$ cat src/rtl/fu_csr_wq_pkg.sv
// Shared types for the CSR functional unit: issue/writeback payloads, ROB retire entry,
// write-queue entry and the CSR read-modify-write helper.
package fu_csr_wq_pkg;
    localparam int XLEN = 32;
    localparam int ID_W = 5;

    typedef logic [XLEN-1:0] xlen_t;
    typedef logic [ID_W-1:0] id_t;
    typedef logic [11:0]     csr_addr_t;
    typedef logic [5:0]      preg_t;
    typedef logic [1:0]      priv_lvl_t;

    localparam priv_lvl_t PRIV_LVL_M = 2'b11;

    typedef enum logic [2:0] {
        OP_NOP  = 3'd0,
        OP_CSRR = 3'd1,
        OP_CSRW = 3'd2,
        OP_CSRS = 3'd3,
        OP_CSRC = 3'd4
    } fu_op_t;

    typedef struct packed {
        fu_op_t    op;
        logic [11:0] imm;
        xlen_t     rs1val;
        id_t       id;
        xlen_t     pc;
        preg_t     prd;
    } fu_input_t;

    typedef struct packed {
        xlen_t pc;
        id_t   id;
        preg_t prd;
        xlen_t rdval;
    } fu_output_t;

    typedef struct packed {
        id_t  id;
        logic csr_write;
    } rob_entry_t;

    typedef struct packed {
        id_t       id;
        csr_addr_t addr;
        xlen_t     data;
        logic      valid;
    } csr_wq_entry_t;

    function automatic xlen_t csr_apply(input fu_op_t op, input xlen_t wdata, input xlen_t rdata);
        case (op)
            OP_CSRS: return wdata | rdata;
            OP_CSRC: return ~wdata & rdata;
            default: return wdata;
        endcase
    endfunction

    function automatic logic csr_is_write(input fu_op_t op);
        return op inside {OP_CSRW, OP_CSRS, OP_CSRC};
    endfunction
endpackage

$ cat src/rtl/fu_csr_wq_if.sv
// CSR file port (combinational read, write on the next clock edge) and pipeline squash.
interface csr_if;
    import fu_csr_wq_pkg::*;
    csr_addr_t raddr;
    xlen_t     rdata;
    csr_addr_t waddr;
    xlen_t     wdata;
    logic      wvalid;
    modport master (output raddr, waddr, wdata, wvalid, input rdata);
    modport slave  (input raddr, waddr, wdata, wvalid, output rdata);
endinterface

interface squash_if;
    logic valid;
    modport master (output valid);
    modport slave  (input valid);
endinterface

$ cat src/rtl/fu_csr_wq_wq.sv
// In-order circular write queue with a youngest-match address search used for RaW forwarding.
module csr_wq
    import fu_csr_wq_pkg::*;
#(
    parameter  int DEPTH = 4,
    localparam int CNT_W = $clog2(DEPTH + 1),
    localparam int PTR_W = (DEPTH > 1) ? $clog2(DEPTH) : 1
) (
    input  logic          clk,
    input  logic          rstn,
    input  logic          push_i,
    input  id_t           push_id_i,
    input  csr_addr_t     push_addr_i,
    input  xlen_t         push_data_i,
    input  logic          pop_i,
    input  logic          flush_i,
    input  csr_addr_t     search_addr_i,
    output logic          hit_o,
    output xlen_t         hit_data_o,
    output csr_wq_entry_t head_o,
    output logic [CNT_W-1:0] count_o,
    output logic          full_o
);
    csr_wq_entry_t    ent_q [DEPTH];
    logic [PTR_W-1:0] head_q, head_d, tail_q, tail_d;
    logic [CNT_W-1:0] count_q, count_d;
    logic             do_push;

    function automatic logic [PTR_W-1:0] ptr_inc(input logic [PTR_W-1:0] p);
        return (p == PTR_W'(DEPTH - 1)) ? '0 : p + 1'b1;
    endfunction

    assign full_o  = (count_q == CNT_W'(DEPTH));
    assign do_push = push_i & ~full_o & ~flush_i;
    assign head_o  = ent_q[head_q];
    assign count_o = count_q;

    // Walk oldest to youngest from head so the youngest match overwrites older ones.
    always_comb begin
        hit_o      = 1'b0;
        hit_data_o = '0;
        for (int k = 0; k < DEPTH; k++) begin
            int j;
            j = int'(head_q) + k;
            if (j >= DEPTH) j = j - DEPTH;
            if (ent_q[j[PTR_W-1:0]].valid && (ent_q[j[PTR_W-1:0]].addr == search_addr_i)) begin
                hit_o      = 1'b1;
                hit_data_o = ent_q[j[PTR_W-1:0]].data;
            end
        end
    end

    always_comb begin
        head_d  = head_q;
        tail_d  = tail_q;
        count_d = count_q;
        if (flush_i) begin
            head_d  = '0;
            tail_d  = '0;
            count_d = '0;
        end else begin
            if (pop_i)   head_d = ptr_inc(head_q);
            if (do_push) tail_d = ptr_inc(tail_q);
            count_d = count_q + CNT_W'(do_push) - CNT_W'(pop_i);
        end
    end

    always_ff @(posedge clk or negedge rstn) begin
        if (!rstn) begin
            for (int i = 0; i < DEPTH; i++) ent_q[i] <= '0;
            head_q  <= '0;
            tail_q  <= '0;
            count_q <= '0;
        end else begin
            if (flush_i) begin
                for (int i = 0; i < DEPTH; i++) ent_q[i].valid <= 1'b0;
            end else begin
                if (pop_i)   ent_q[head_q].valid <= 1'b0;
                if (do_push) ent_q[tail_q] <= '{id: push_id_i, addr: push_addr_i, data: push_data_i, valid: 1'b1};
            end
            head_q  <= head_d;
            tail_q  <= tail_d;
            count_q <= count_d;
        end
    end

    a_no_pop_empty: assert property (@(posedge clk) disable iff (!rstn) pop_i |-> (count_q != '0));
    a_count_bound:  assert property (@(posedge clk) disable iff (!rstn) count_q <= CNT_W'(DEPTH));
endmodule

$ cat src/rtl/fu_csr_wq.sv
// CSR functional unit: zero-latency issue, privilege check, forwarded read-modify-write,
// and a write queue that drains into the CSR file as instructions retire.
module fu_csr_wq
    import fu_csr_wq_pkg::*;
#(
    parameter  int DEPTH  = 4,
    parameter  bit FWD_EN = 1'b1,
    localparam int CNT_W  = $clog2(DEPTH + 1)
) (
    input  logic             clk,
    input  logic             rstn,
    input  fu_input_t        fuinput_i,
    input  logic             fuinput_i_valid,
    output logic             fuinput_i_ready,
    output fu_output_t       fuoutput_o,
    output logic             fuoutput_o_valid,
    output logic             completion_o_valid,
    output logic             completion_o_ex,
    input  rob_entry_t       retire_entry_i,
    input  logic             retire_entry_i_valid,
    csr_if.master            csr_io,
    squash_if.slave          squash_io,
    output logic [CNT_W-1:0] wq_count_o
);
    logic          is_csr, is_wr, illegal, fire, push, pop, hit, full;
    xlen_t         fwd_data, rd_val;
    csr_wq_entry_t head;

    assign is_csr  = fuinput_i.op inside {OP_CSRR, OP_CSRW, OP_CSRS, OP_CSRC};
    assign is_wr   = csr_is_write(fuinput_i.op);
    assign illegal = is_csr && (fuinput_i.imm[9:8] != PRIV_LVL_M);

    // Issue handshake: an op is taken in the cycle valid && ready are both high; valid may
    // be held without being taken, and every result below is combinational in that cycle.
    assign fuinput_i_ready = rstn & ~full & ~squash_io.valid & (FWD_EN | ~hit);
    assign fire = fuinput_i_valid & fuinput_i_ready;
    assign push = fire & is_wr & ~illegal;
    assign pop  = retire_entry_i_valid & head.valid & (head.id == retire_entry_i.id);

    // A head popping this cycle still forwards: the CSR file only updates at the edge.
    assign rd_val = (FWD_EN && hit) ? fwd_data : csr_io.rdata;

    assign csr_io.raddr  = fuinput_i.imm;
    assign csr_io.waddr  = head.addr;
    assign csr_io.wdata  = head.data;
    assign csr_io.wvalid = pop;

    assign fuoutput_o = '{pc: fuinput_i.pc, id: fuinput_i.id, prd: fuinput_i.prd,
                          rdval: is_csr ? rd_val : '0};
    assign fuoutput_o_valid   = fire & is_csr & ~illegal;
    assign completion_o_valid = fire;
    assign completion_o_ex    = fire & illegal;

    csr_wq #(.DEPTH(DEPTH)) u_wq (
        .clk          (clk),
        .rstn         (rstn),
        .push_i       (push),
        .push_id_i    (fuinput_i.id),
        .push_addr_i  (fuinput_i.imm),
        .push_data_i  (csr_apply(fuinput_i.op, fuinput_i.rs1val, rd_val)),
        .pop_i        (pop),
        .flush_i      (squash_io.valid),
        .search_addr_i(fuinput_i.imm),
        .hit_o        (hit),
        .hit_data_o   (fwd_data),
        .head_o       (head),
        .count_o      (wq_count_o),
        .full_o       (full)
    );

    a_retire_head: assert property (@(posedge clk) disable iff (!rstn)
        (retire_entry_i_valid && retire_entry_i.csr_write) |-> (head.valid && head.id == retire_entry_i.id));
endmodule

$ cat src/flat_wrapper.sv
// flat-port wrapper written by rule: the top's interface ports become plain ports
module fu_csr_wq_flat import fu_csr_wq_pkg::*;
#(
    parameter  int DEPTH  = 4,
    parameter  bit FWD_EN = 1'b1,
    localparam int CNT_W  = $clog2(DEPTH + 1)
)
  (clk, rstn, fuinput_i, fuinput_i_valid, fuinput_i_ready, fuoutput_o, fuoutput_o_valid, completion_o_valid, completion_o_ex, retire_entry_i, retire_entry_i_valid, wq_count_o, csr_io_raddr, csr_io_waddr, csr_io_wdata, csr_io_wvalid, csr_io_rdata, squash_io_valid);
  csr_if csr_io_i ();
  squash_if squash_io_i ();
  input  logic clk;
  input  logic rstn;
  input  fu_input_t fuinput_i;
  input  logic fuinput_i_valid;
  output logic fuinput_i_ready;
  output fu_output_t fuoutput_o;
  output logic fuoutput_o_valid;
  output logic completion_o_valid;
  output logic completion_o_ex;
  input  rob_entry_t retire_entry_i;
  input  logic retire_entry_i_valid;
  output logic [CNT_W-1:0] wq_count_o;
  output wire logic [$bits(csr_io_i.raddr)-1:0] csr_io_raddr;
  output wire logic [$bits(csr_io_i.waddr)-1:0] csr_io_waddr;
  output wire logic [$bits(csr_io_i.wdata)-1:0] csr_io_wdata;
  output wire logic [$bits(csr_io_i.wvalid)-1:0] csr_io_wvalid;
  input wire logic [$bits(csr_io_i.rdata)-1:0] csr_io_rdata;
  input wire logic [$bits(squash_io_i.valid)-1:0] squash_io_valid;
  assign csr_io_raddr = csr_io_i.raddr;
  assign csr_io_waddr = csr_io_i.waddr;
  assign csr_io_wdata = csr_io_i.wdata;
  assign csr_io_wvalid = csr_io_i.wvalid;
  assign csr_io_i.rdata = csr_io_rdata;
  assign squash_io_i.valid = squash_io_valid;
  fu_csr_wq #(.DEPTH(DEPTH), .FWD_EN(FWD_EN)) u_core (.clk(clk), .rstn(rstn), .fuinput_i(fuinput_i), .fuinput_i_valid(fuinput_i_valid), .fuinput_i_ready(fuinput_i_ready), .fuoutput_o(fuoutput_o), .fuoutput_o_valid(fuoutput_o_valid), .completion_o_valid(completion_o_valid), .completion_o_ex(completion_o_ex), .retire_entry_i(retire_entry_i), .retire_entry_i_valid(retire_entry_i_valid), .csr_io(csr_io_i), .squash_io(squash_io_i), .wq_count_o(wq_count_o));
endmodule
$ cat config.mk
export PLATFORM = sky130hd
export DESIGN_NAME = fu_csr_wq_flat
export DESIGN_NICKNAME = d
export VERILOG_FILES = /design/src/rtl/fu_csr_wq_pkg.sv /design/src/rtl/fu_csr_wq_if.sv /design/src/rtl/fu_csr_wq_wq.sv /design/src/rtl/fu_csr_wq.sv /design/src/flat_wrapper.sv
export SDC_FILE = /design/constraint.sdc
export NUM_CORES = 1
export LEC_CHECK = 0
export BUFFER_PORTS_ARGS = -buffer_cell sky130_fd_sc_hd__buf_2
export CORE_ASPECT_RATIO = 0.8
export CORE_MARGIN = 2
export CORE_UTILIZATION = 50
export DETAILED_ROUTE_END_ITERATION = 8
export GPL_TIMING_DRIVEN = 0
export PLACE_DENSITY = 0.82
export SYNTH_ARGS = -nofsm -noshare
export SYNTH_HDL_FRONTEND = slang
export SYNTH_SLANG_ARGS = --single-unit
$ cat constraint.sdc
create_clock -name clk -period 7.7 [get_ports clk]
set_clock_uncertainty 0.05 [all_clocks]
set_input_delay 0 -clock clk [delete_from_list [all_inputs] [get_ports clk]]
set_output_delay 0 -clock clk [all_outputs]
set_load 0.02 [all_outputs]
### After elaboration in Yosys (flattened, before gate mapping)

Cells that the tools add are included.

* $add $sub $neg: 11
* order comparisons: 12
* equality and inequality tests: 13
* mux-type cells: 50
* bitwise gates (word level): 24
* reduce and logical (&&, ||, !) cells: 11

Operator list (number)
* 200-bit two-way mux: 3
* 50-bit binary-select mux with 2-bit select: 5
* 200-bit bitwise mux: 2
* 45-bit two-way mux: 8
* 50-bit demux with 2-bit select: 2
* 32-bit two-way mux: 6
* 50-bit two-way mux: 3
* 32-bit one-hot mux with 2 select lines: 1
* 12-bit equality test: 4
* 32-bit bitwise AND: 1
* 32-bit NOT: 1
* 32-bit OR: 1
* 3-bit greater-or-equal comparator (second input constant): 9
* 2-bit two-way mux: 10
* 2-bit NOT with 3-bit output: 6
* 1-bit bitwise AND: 12
* 1-bit two-way mux: 9
* 2-bit by 1-bit subtractor with 2-bit output (second input constant): 4
* 1-bit logical AND: 7
* 2-bit by 2-bit adder with 3-bit output (second input constant): 2
* 3-bit by 2-bit equality test with 1-bit output (second input constant): 2
* 3-bit equality test (second input constant): 2
* 3-bit by 1-bit less-than comparator with 1-bit output (second input constant): 2
* 5-bit equality test: 1
* 13 further kinds: 18

* register bits: 207
* bits of input ports: 133
* output and inout port bits: 139
* word-level logic and storage cells: 140

### Depth between registers and ports, before layout

* depth in word-level cells: 18
* depth in mapped cells: 24
* mapped depth without buffers: 12

### Modules after synthesis

Synthesis repeated with hierarchy kept, for this count alone.

* cell total of the unflattened synthesis: 1281
* area, all modules: 16175.5 sq um

By module, submodules not included
* csr_wq: times used 1, cells each 1062, area each 14584.0 sq um, seq. area each 5180.0 sq um
* fu_csr_wq: times used 1, cells each 219, area each 1591.5 sq um, seq. area each 0.0 sq um

### Worst setup path before layout

No wires, ideal clock.

* kind: register to register
* from: reg u_core.u_wq.head_q[1]
* to: reg u_core.u_wq.ent_q[78] (netlist bit)
* library setup time: 142 ps
* data arrival time: 4567 ps
* data required time: 7508 ps
* path slack: 2941 ps
* cell stages (with the launch flop): 23
* buffers on the path: 12
* clock period less this slack: 4759 ps
* path through: dfrtp_1 > buf_6 > buf_6 > buf_6 > buf_6 > buf_2 > buf_2 > buf_1 > inv_1 > ha_1 > buf_2 > buf_4 > buf_4 > mux4_2 > xnor2_1 > nand4_1 > a211oi_2 > or4b_1 > buf_6 > buf_12 > o221a_4 > nand2_2 > a31oi_1

* cells in the longest elaborated chain, start to end: 17
* elaborated cells between the ends (all ways): 64
* classes of those cells: 7 x add/sub; 4 x order compare; 5 x eq/ne; 35 x mux; 9 x bitwise; 4 x reduce/logical

Ends and longest elaborated chain
* start, declared: RTL line fu_csr_wq_wq.sv:25 `logic [PTR_W-1:0] head_q, head_d, tail_q, tail_d;`
* start signal, assigned: RTL line fu_csr_wq_wq.sv:71 `head_q <= '0;`
* start signal, assigned: RTL line fu_csr_wq_wq.sv:81 `head_q <= head_d;`
* 2-bit by 1-bit adder with 3-bit output (tied with other cells): RTL line fu_csr_wq_wq.sv:44 `j = int'(head_q) + k;`
* 3-bit greater-or-equal comparator (tied with other cells): RTL line fu_csr_wq_wq.sv:45 `if (j >= DEPTH) j = j - DEPTH;`
* 2-bit two-way mux or 2-bit NOT with 3-bit output (tied branches): RTL line fu_csr_wq_wq.sv:45, fu_csr_wq_wq.sv:46, fu_csr_wq_wq.sv:48
* 2-bit NOT with 3-bit output (not written as such) or 50-bit binary-select mux with 2-bit select (tied branches): RTL line fu_csr_wq_wq.sv:46, fu_csr_wq_wq.sv:48
* 50-bit binary-select mux with 2-bit select or 45-bit two-way mux (tied branches): RTL line fu_csr_wq_wq.sv:46, fu_csr_wq_wq.sv:48
* 45-bit two-way mux (not written as such): RTL line fu_csr_wq_wq.sv:48 `hit_data_o = ent_q[j[PTR_W-1:0]].data;`
* 45-bit two-way mux (not written as such) or 12-bit equality test (tied branches): RTL line fu_csr_wq_wq.sv:48, fu_csr_wq_wq.sv:46
* 12-bit equality test or 1-bit logical AND (tied branches): RTL line fu_csr_wq_wq.sv:46 `if (ent_q[j[PTR_W-1:0]].valid && (ent_q[j[PTR_W-1:0]].addr == search_addr_i)) begin`
* 1-bit logical AND (tied with other cells): RTL line fu_csr_wq_wq.sv:46
* 32-bit two-way mux or 1-bit two-way mux (tied branches) (3 in a row): RTL line fu_csr_wq_wq.sv:46
* 32-bit two-way mux: RTL line fu_csr_wq.sv:41 `assign rd_val = (FWD_EN && hit) ? fwd_data : csr_io.rdata;`
* 32-bit bitwise AND or 32-bit OR (tied branches): RTL line fu_csr_wq_pkg.sv:54, fu_csr_wq_pkg.sv:53
* 32-bit one-hot mux with 2 select lines: RTL line fu_csr_wq_pkg.sv:52 `case (op)`
* 200-bit bitwise mux: RTL line fu_csr_wq_wq.sv:79 `if (do_push) ent_q[tail_q] <= '{id: push_id_i, addr: push_addr_i, data: push_data_i, valid: 1'b1};`
* 200-bit two-way mux (*): RTL line fu_csr_wq_wq.sv:79
* end signal, assigned by index: RTL line fu_csr_wq_wq.sv:79
* end, declared: RTL line fu_csr_wq_wq.sv:24 `csr_wq_entry_t ent_q [DEPTH];`

Every way passes the cells marked *; elsewhere a longest branch is shown, timed or not. The select of a mux whose other input is x is not followed.
A chain may end at the register's enable or synchronous reset.

### Worst setup path in the final report

* from: reg u_core.u_wq.head_q[1]
* to: reg u_core.u_wq.ent_q[67] (netlist bit)

Same word-level chain as after synthesis.

==> impl_metrics.py <==
metrics = {
    "layout": {
        "final_util": 0.604,
        "final_area_sq_um": 19600,
        "diodes": 0,
        "register_area_sq_um": 5180,
        "layout_common_cells": "nand2_1, buf_2, dfrtp_1, nor2_1, mux4_2",
        "nNetsFinal": 2072,
        "area_growth_pct": 19.3,
        "multiInputGateArea_sq_um": 9990,
        "drive_gt1_frac": 0.316,
        "layout_commonest_cell": "nand2_1",
        "fillerInstances": 2678,
        "fin_cells": 2369,
    },
    "global_routing": {
        "antenna_found_initial": 0,
        "grt.overflow.total": 0,
        "grt_pass1_wl_um": 94300,
        "grt_start_max_net_pins": 75,
        "grt.total_usage": 0.364,
        "grt_pass1_vias": 16100,
    },
    "clock_network": {
        "clk_pin_slew_ns": 0.07,
        "insertion_delay_ns": 0.54,
        "cts_tree": "done",
        "cts.path.max_buffers": 3,
        "post_cts_buffers": 0,
        "cts_root_buf": "clkbuf_16",
        "cts.sinks": 207,
        "htreeDepth": 1,
        "cts_buffers": 24,
    },
    "critical_path": {
        "cp.arrival_ns": 7.64,
        "critPathKind": "flop to flop",
        "path_max_fanout": 19,
        "worstSetupEndpointType": "flop",
        "cp-start-kind": "flop",
        "required_ns": 8.12,
    },
    "timing": {
        "worst_pin_slew_ns": 1.12,
        "finalSetupTns_ns": 0,
        "layout_min_cycle_time_ns": 7.22,
        "fmaxAchievable_ghz": 0.138,
        "rsz0062_at_grt": "no",
        "finalHoldViolCount": 0,
        "finalCritPeriodShare": 0.938,
        "layout_setup_ws_ns": 0.476,
        "relSlewSlack": 0.251,
        "slew_violations": 0,
        "setup_viol": 0,
    },
    "drt": {
        "wl_um": 63600,
        "vias": 16500,
        "viasPerCell": 6.95,
        "ant_nets": 0,
        "post_drt_wl_per_cell_um": 26.8,
        "drc": 0,
        "firstDrtPassIters": 7,
        "drt_iter0_markers": 2609,
    },
    "power_and_ir_drop": {
        "p_comb_frac": 0.215,
        "p_seq_frac": 0.399,
        "clkPwrFrac": 0.386,
        "p_switching_uw": 955,
        "p_int_mw": 2.14,
        "p_sw_frac": 0.308,
        "leakagePower_nw": 8.24,
        "powerDensity_nw_per_um2": 158,
        "vdd_drop_max_v": 0.000140,
    },
    "job": {
        "maxCapViolations": 0,
    },
    "floorplan": {
        "die_w_um": 207,
        "initial_core_util": 0.507,
        "rows": 59,
        "fp.dieH_um": 166,
        "coreArea_sq_um": 32400,
        "ios": 272,
        "die_area_sq_um": 34300,
    },
    "placed_design": {
        "pre_cts_slack_ns": 1.07,
        "post_dp_cell_area_sq_um": 18100,
        "gp_congestion": 0.996,
        "port_buffers": 224,
        "place_hpwl_um": 44200,
        "placedCellCount": 2266,
    },
    "synth": {
        "synth_ff_type": "dfrtp_1",
        "synth_edf_count": 0,
        "syn_inst": 1613,
        "synth-seq-cells": 207,
        "postSynth.asyncResetShare": 1.00,
        "ys_seq_area_frac": 0.316,
        "synth.distinct_cells": 58,
        "synth_area_sq_um": 16400,
        "syn_nets": 1757,
        "avgSynthCellArea_sq_um": 10.2,
        "synth-warning-count": 0,
    },
    "status": {
        "outcome": "finished, final reports clean",
    },
    "hold_path": {
        "hold_class": "input port to flop",
    },
}
[worst paths after layout]
path	startpoint	end	slack, ns	cells after the start
max reg2reg	u_core.u_wq.head_q[1]$_DFFE_PN0P_	u_core.u_wq.ent_q[67]$_DFFE_PN0P_	0.48	22
min reg2reg	u_core.u_wq.ent_q[46]$_DFFE_PN0P_	u_core.u_wq.ent_q[46]$_DFFE_PN0P_	0.42	2
max	u_core.u_wq.head_q[1]$_DFFE_PN0P_	u_core.u_wq.ent_q[67]$_DFFE_PN0P_	0.48	22
max in group asynchronous	rstn	u_core.u_wq.ent_q[159]$_DFFE_PN0P_	5.88	4
min in group asynchronous	rstn	u_core.u_wq.ent_q[60]$_DFFE_PN0P_	0.48	3
min	csr_io_rdata[11]	u_core.u_wq.ent_q[162]$_DFFE_PN0P_	0.0006	4
[registers in the layout, summed over array words and instances (netlist names)]
| signal | flops |
|---|---|
| u_core.u_wq.count_o | 3 |
| u_core.u_wq.tail_q | 2 |
| u_core.u_wq.head_q | 2 |
| u_core.u_wq.ent_q | 200 |
[metrics by stage]
step | power [mW] | hold slack (ns)
after global routing | 3.17 | 0.0352
after detailed placement | 1.87 | -0.0624
after floorplan | 1.62 | -0.346
after CTS | 3.07 | 0.000988
final | 3.10 | 0.000614
after global placement | 1.85 | 0.136
[final cells by class]
cell class,count,area share
Clock buffer,31,0.0362
Timing Repair Buffer,290,0.0933
Sequential cell,207,0.264
Inverter,9,0.00172
Tap cell,427,0.0273
Multi-Input combinational cell,1189,0.510
Buffer,207,0.0622
Clock inverter,9,0.00505
[cells by family after synthesis]
group           Yosys count  synth area share
fa+ha+maj                11           0.00884
mux                     209             0.255
buf+inv                 217            0.0761
flops                   207             0.316
simple gates            645             0.174
xor+xnor                 67            0.0357
compound gates          257             0.135
[synth_stat cells (6+ instances only)]
master,instances,area (sq um)
nand2_2,28,175
ha_1,10,125
nand4_1,10,62.6
nand3_1,7,35.0
nor2b_1,36,225
mux4_2,164,3690
or3_1,33,206
nor3_1,37,185
nand3b_1,6,45.0
xnor2_1,48,420
o2111ai_1,31,272
buf_2,32,160
o21ai_0,10,50.1
o221ai_1,32,280
nand2_1,286,1070
xor2_1,19,166
clkbuf_1,85,319
a31oi_1,128,801
buf_6,11,124
o221a_4,28,561
mux2i_1,39,390
dfrtp_1,207,5180
buf_1,9,33.8
nor2_1,173,649
a21oi_1,7,35.0
and2_1,6,37.5
nand2b_1,11,68.8
inv_1,8,30.0
buf_4,67,503
[routing by layer]
| metal | up-vias | GRT usage | part of all wire |
|---|---|---|---|
| li1 | 6592 | - | - |
| met1 | 7970 | 0.483 | 0.36 |
| met2 | 1556 | 0.505 | 0.42 |
| met3 | 337 | 0.161 | 0.16 |
| met4 | 0 | 0.182 | 0.058 |
| met5 | - | 0 | 0 |
[worst max-delay path: stages, from the launching register on]
cell and delay, ns:
dfrtp_1 0.42, buf_6 0.22, buf_6 0.21, buf_6 0.21
buf_6 0.26, buf_2 0.49, buf_2 0.62, inv_1 0.15
ha_1 0.30, buf_2 0.25, buf_4 0.28, mux4_2 0.33
xnor2_1 0.29, and3_1 0.21, nand3_1 0.09, a2111o_1 0.34
buf_2 0.19, buf_2 0.25, clkdlybuf4s15_1 0.68, o2111ai_1 0.36
nand2_2 0.13, a31oi_1 0.21, dlygate4sd3_1 0.58
[power by group through the flow]
stage,Combinational [mW],Clock [mW],Sequential (mW)
global route,0.700,1.23,1.24
floorplan,0.402,0,1.22
finish,0.665,1.20,1.24
global placement,0.607,0,1.24
detailed placement,0.622,0,1.25
CTS,0.651,1.19,1.23
[timing repair]
item                                    4_1_cts  5_1_grt
gates resized for setup                       0        1
endpoints found under the hold margin       389        0
hold buffers                                 64        0
endpoints found under the setup margin        0        4
Note: power is estimated with default switching activity, not from simulation.
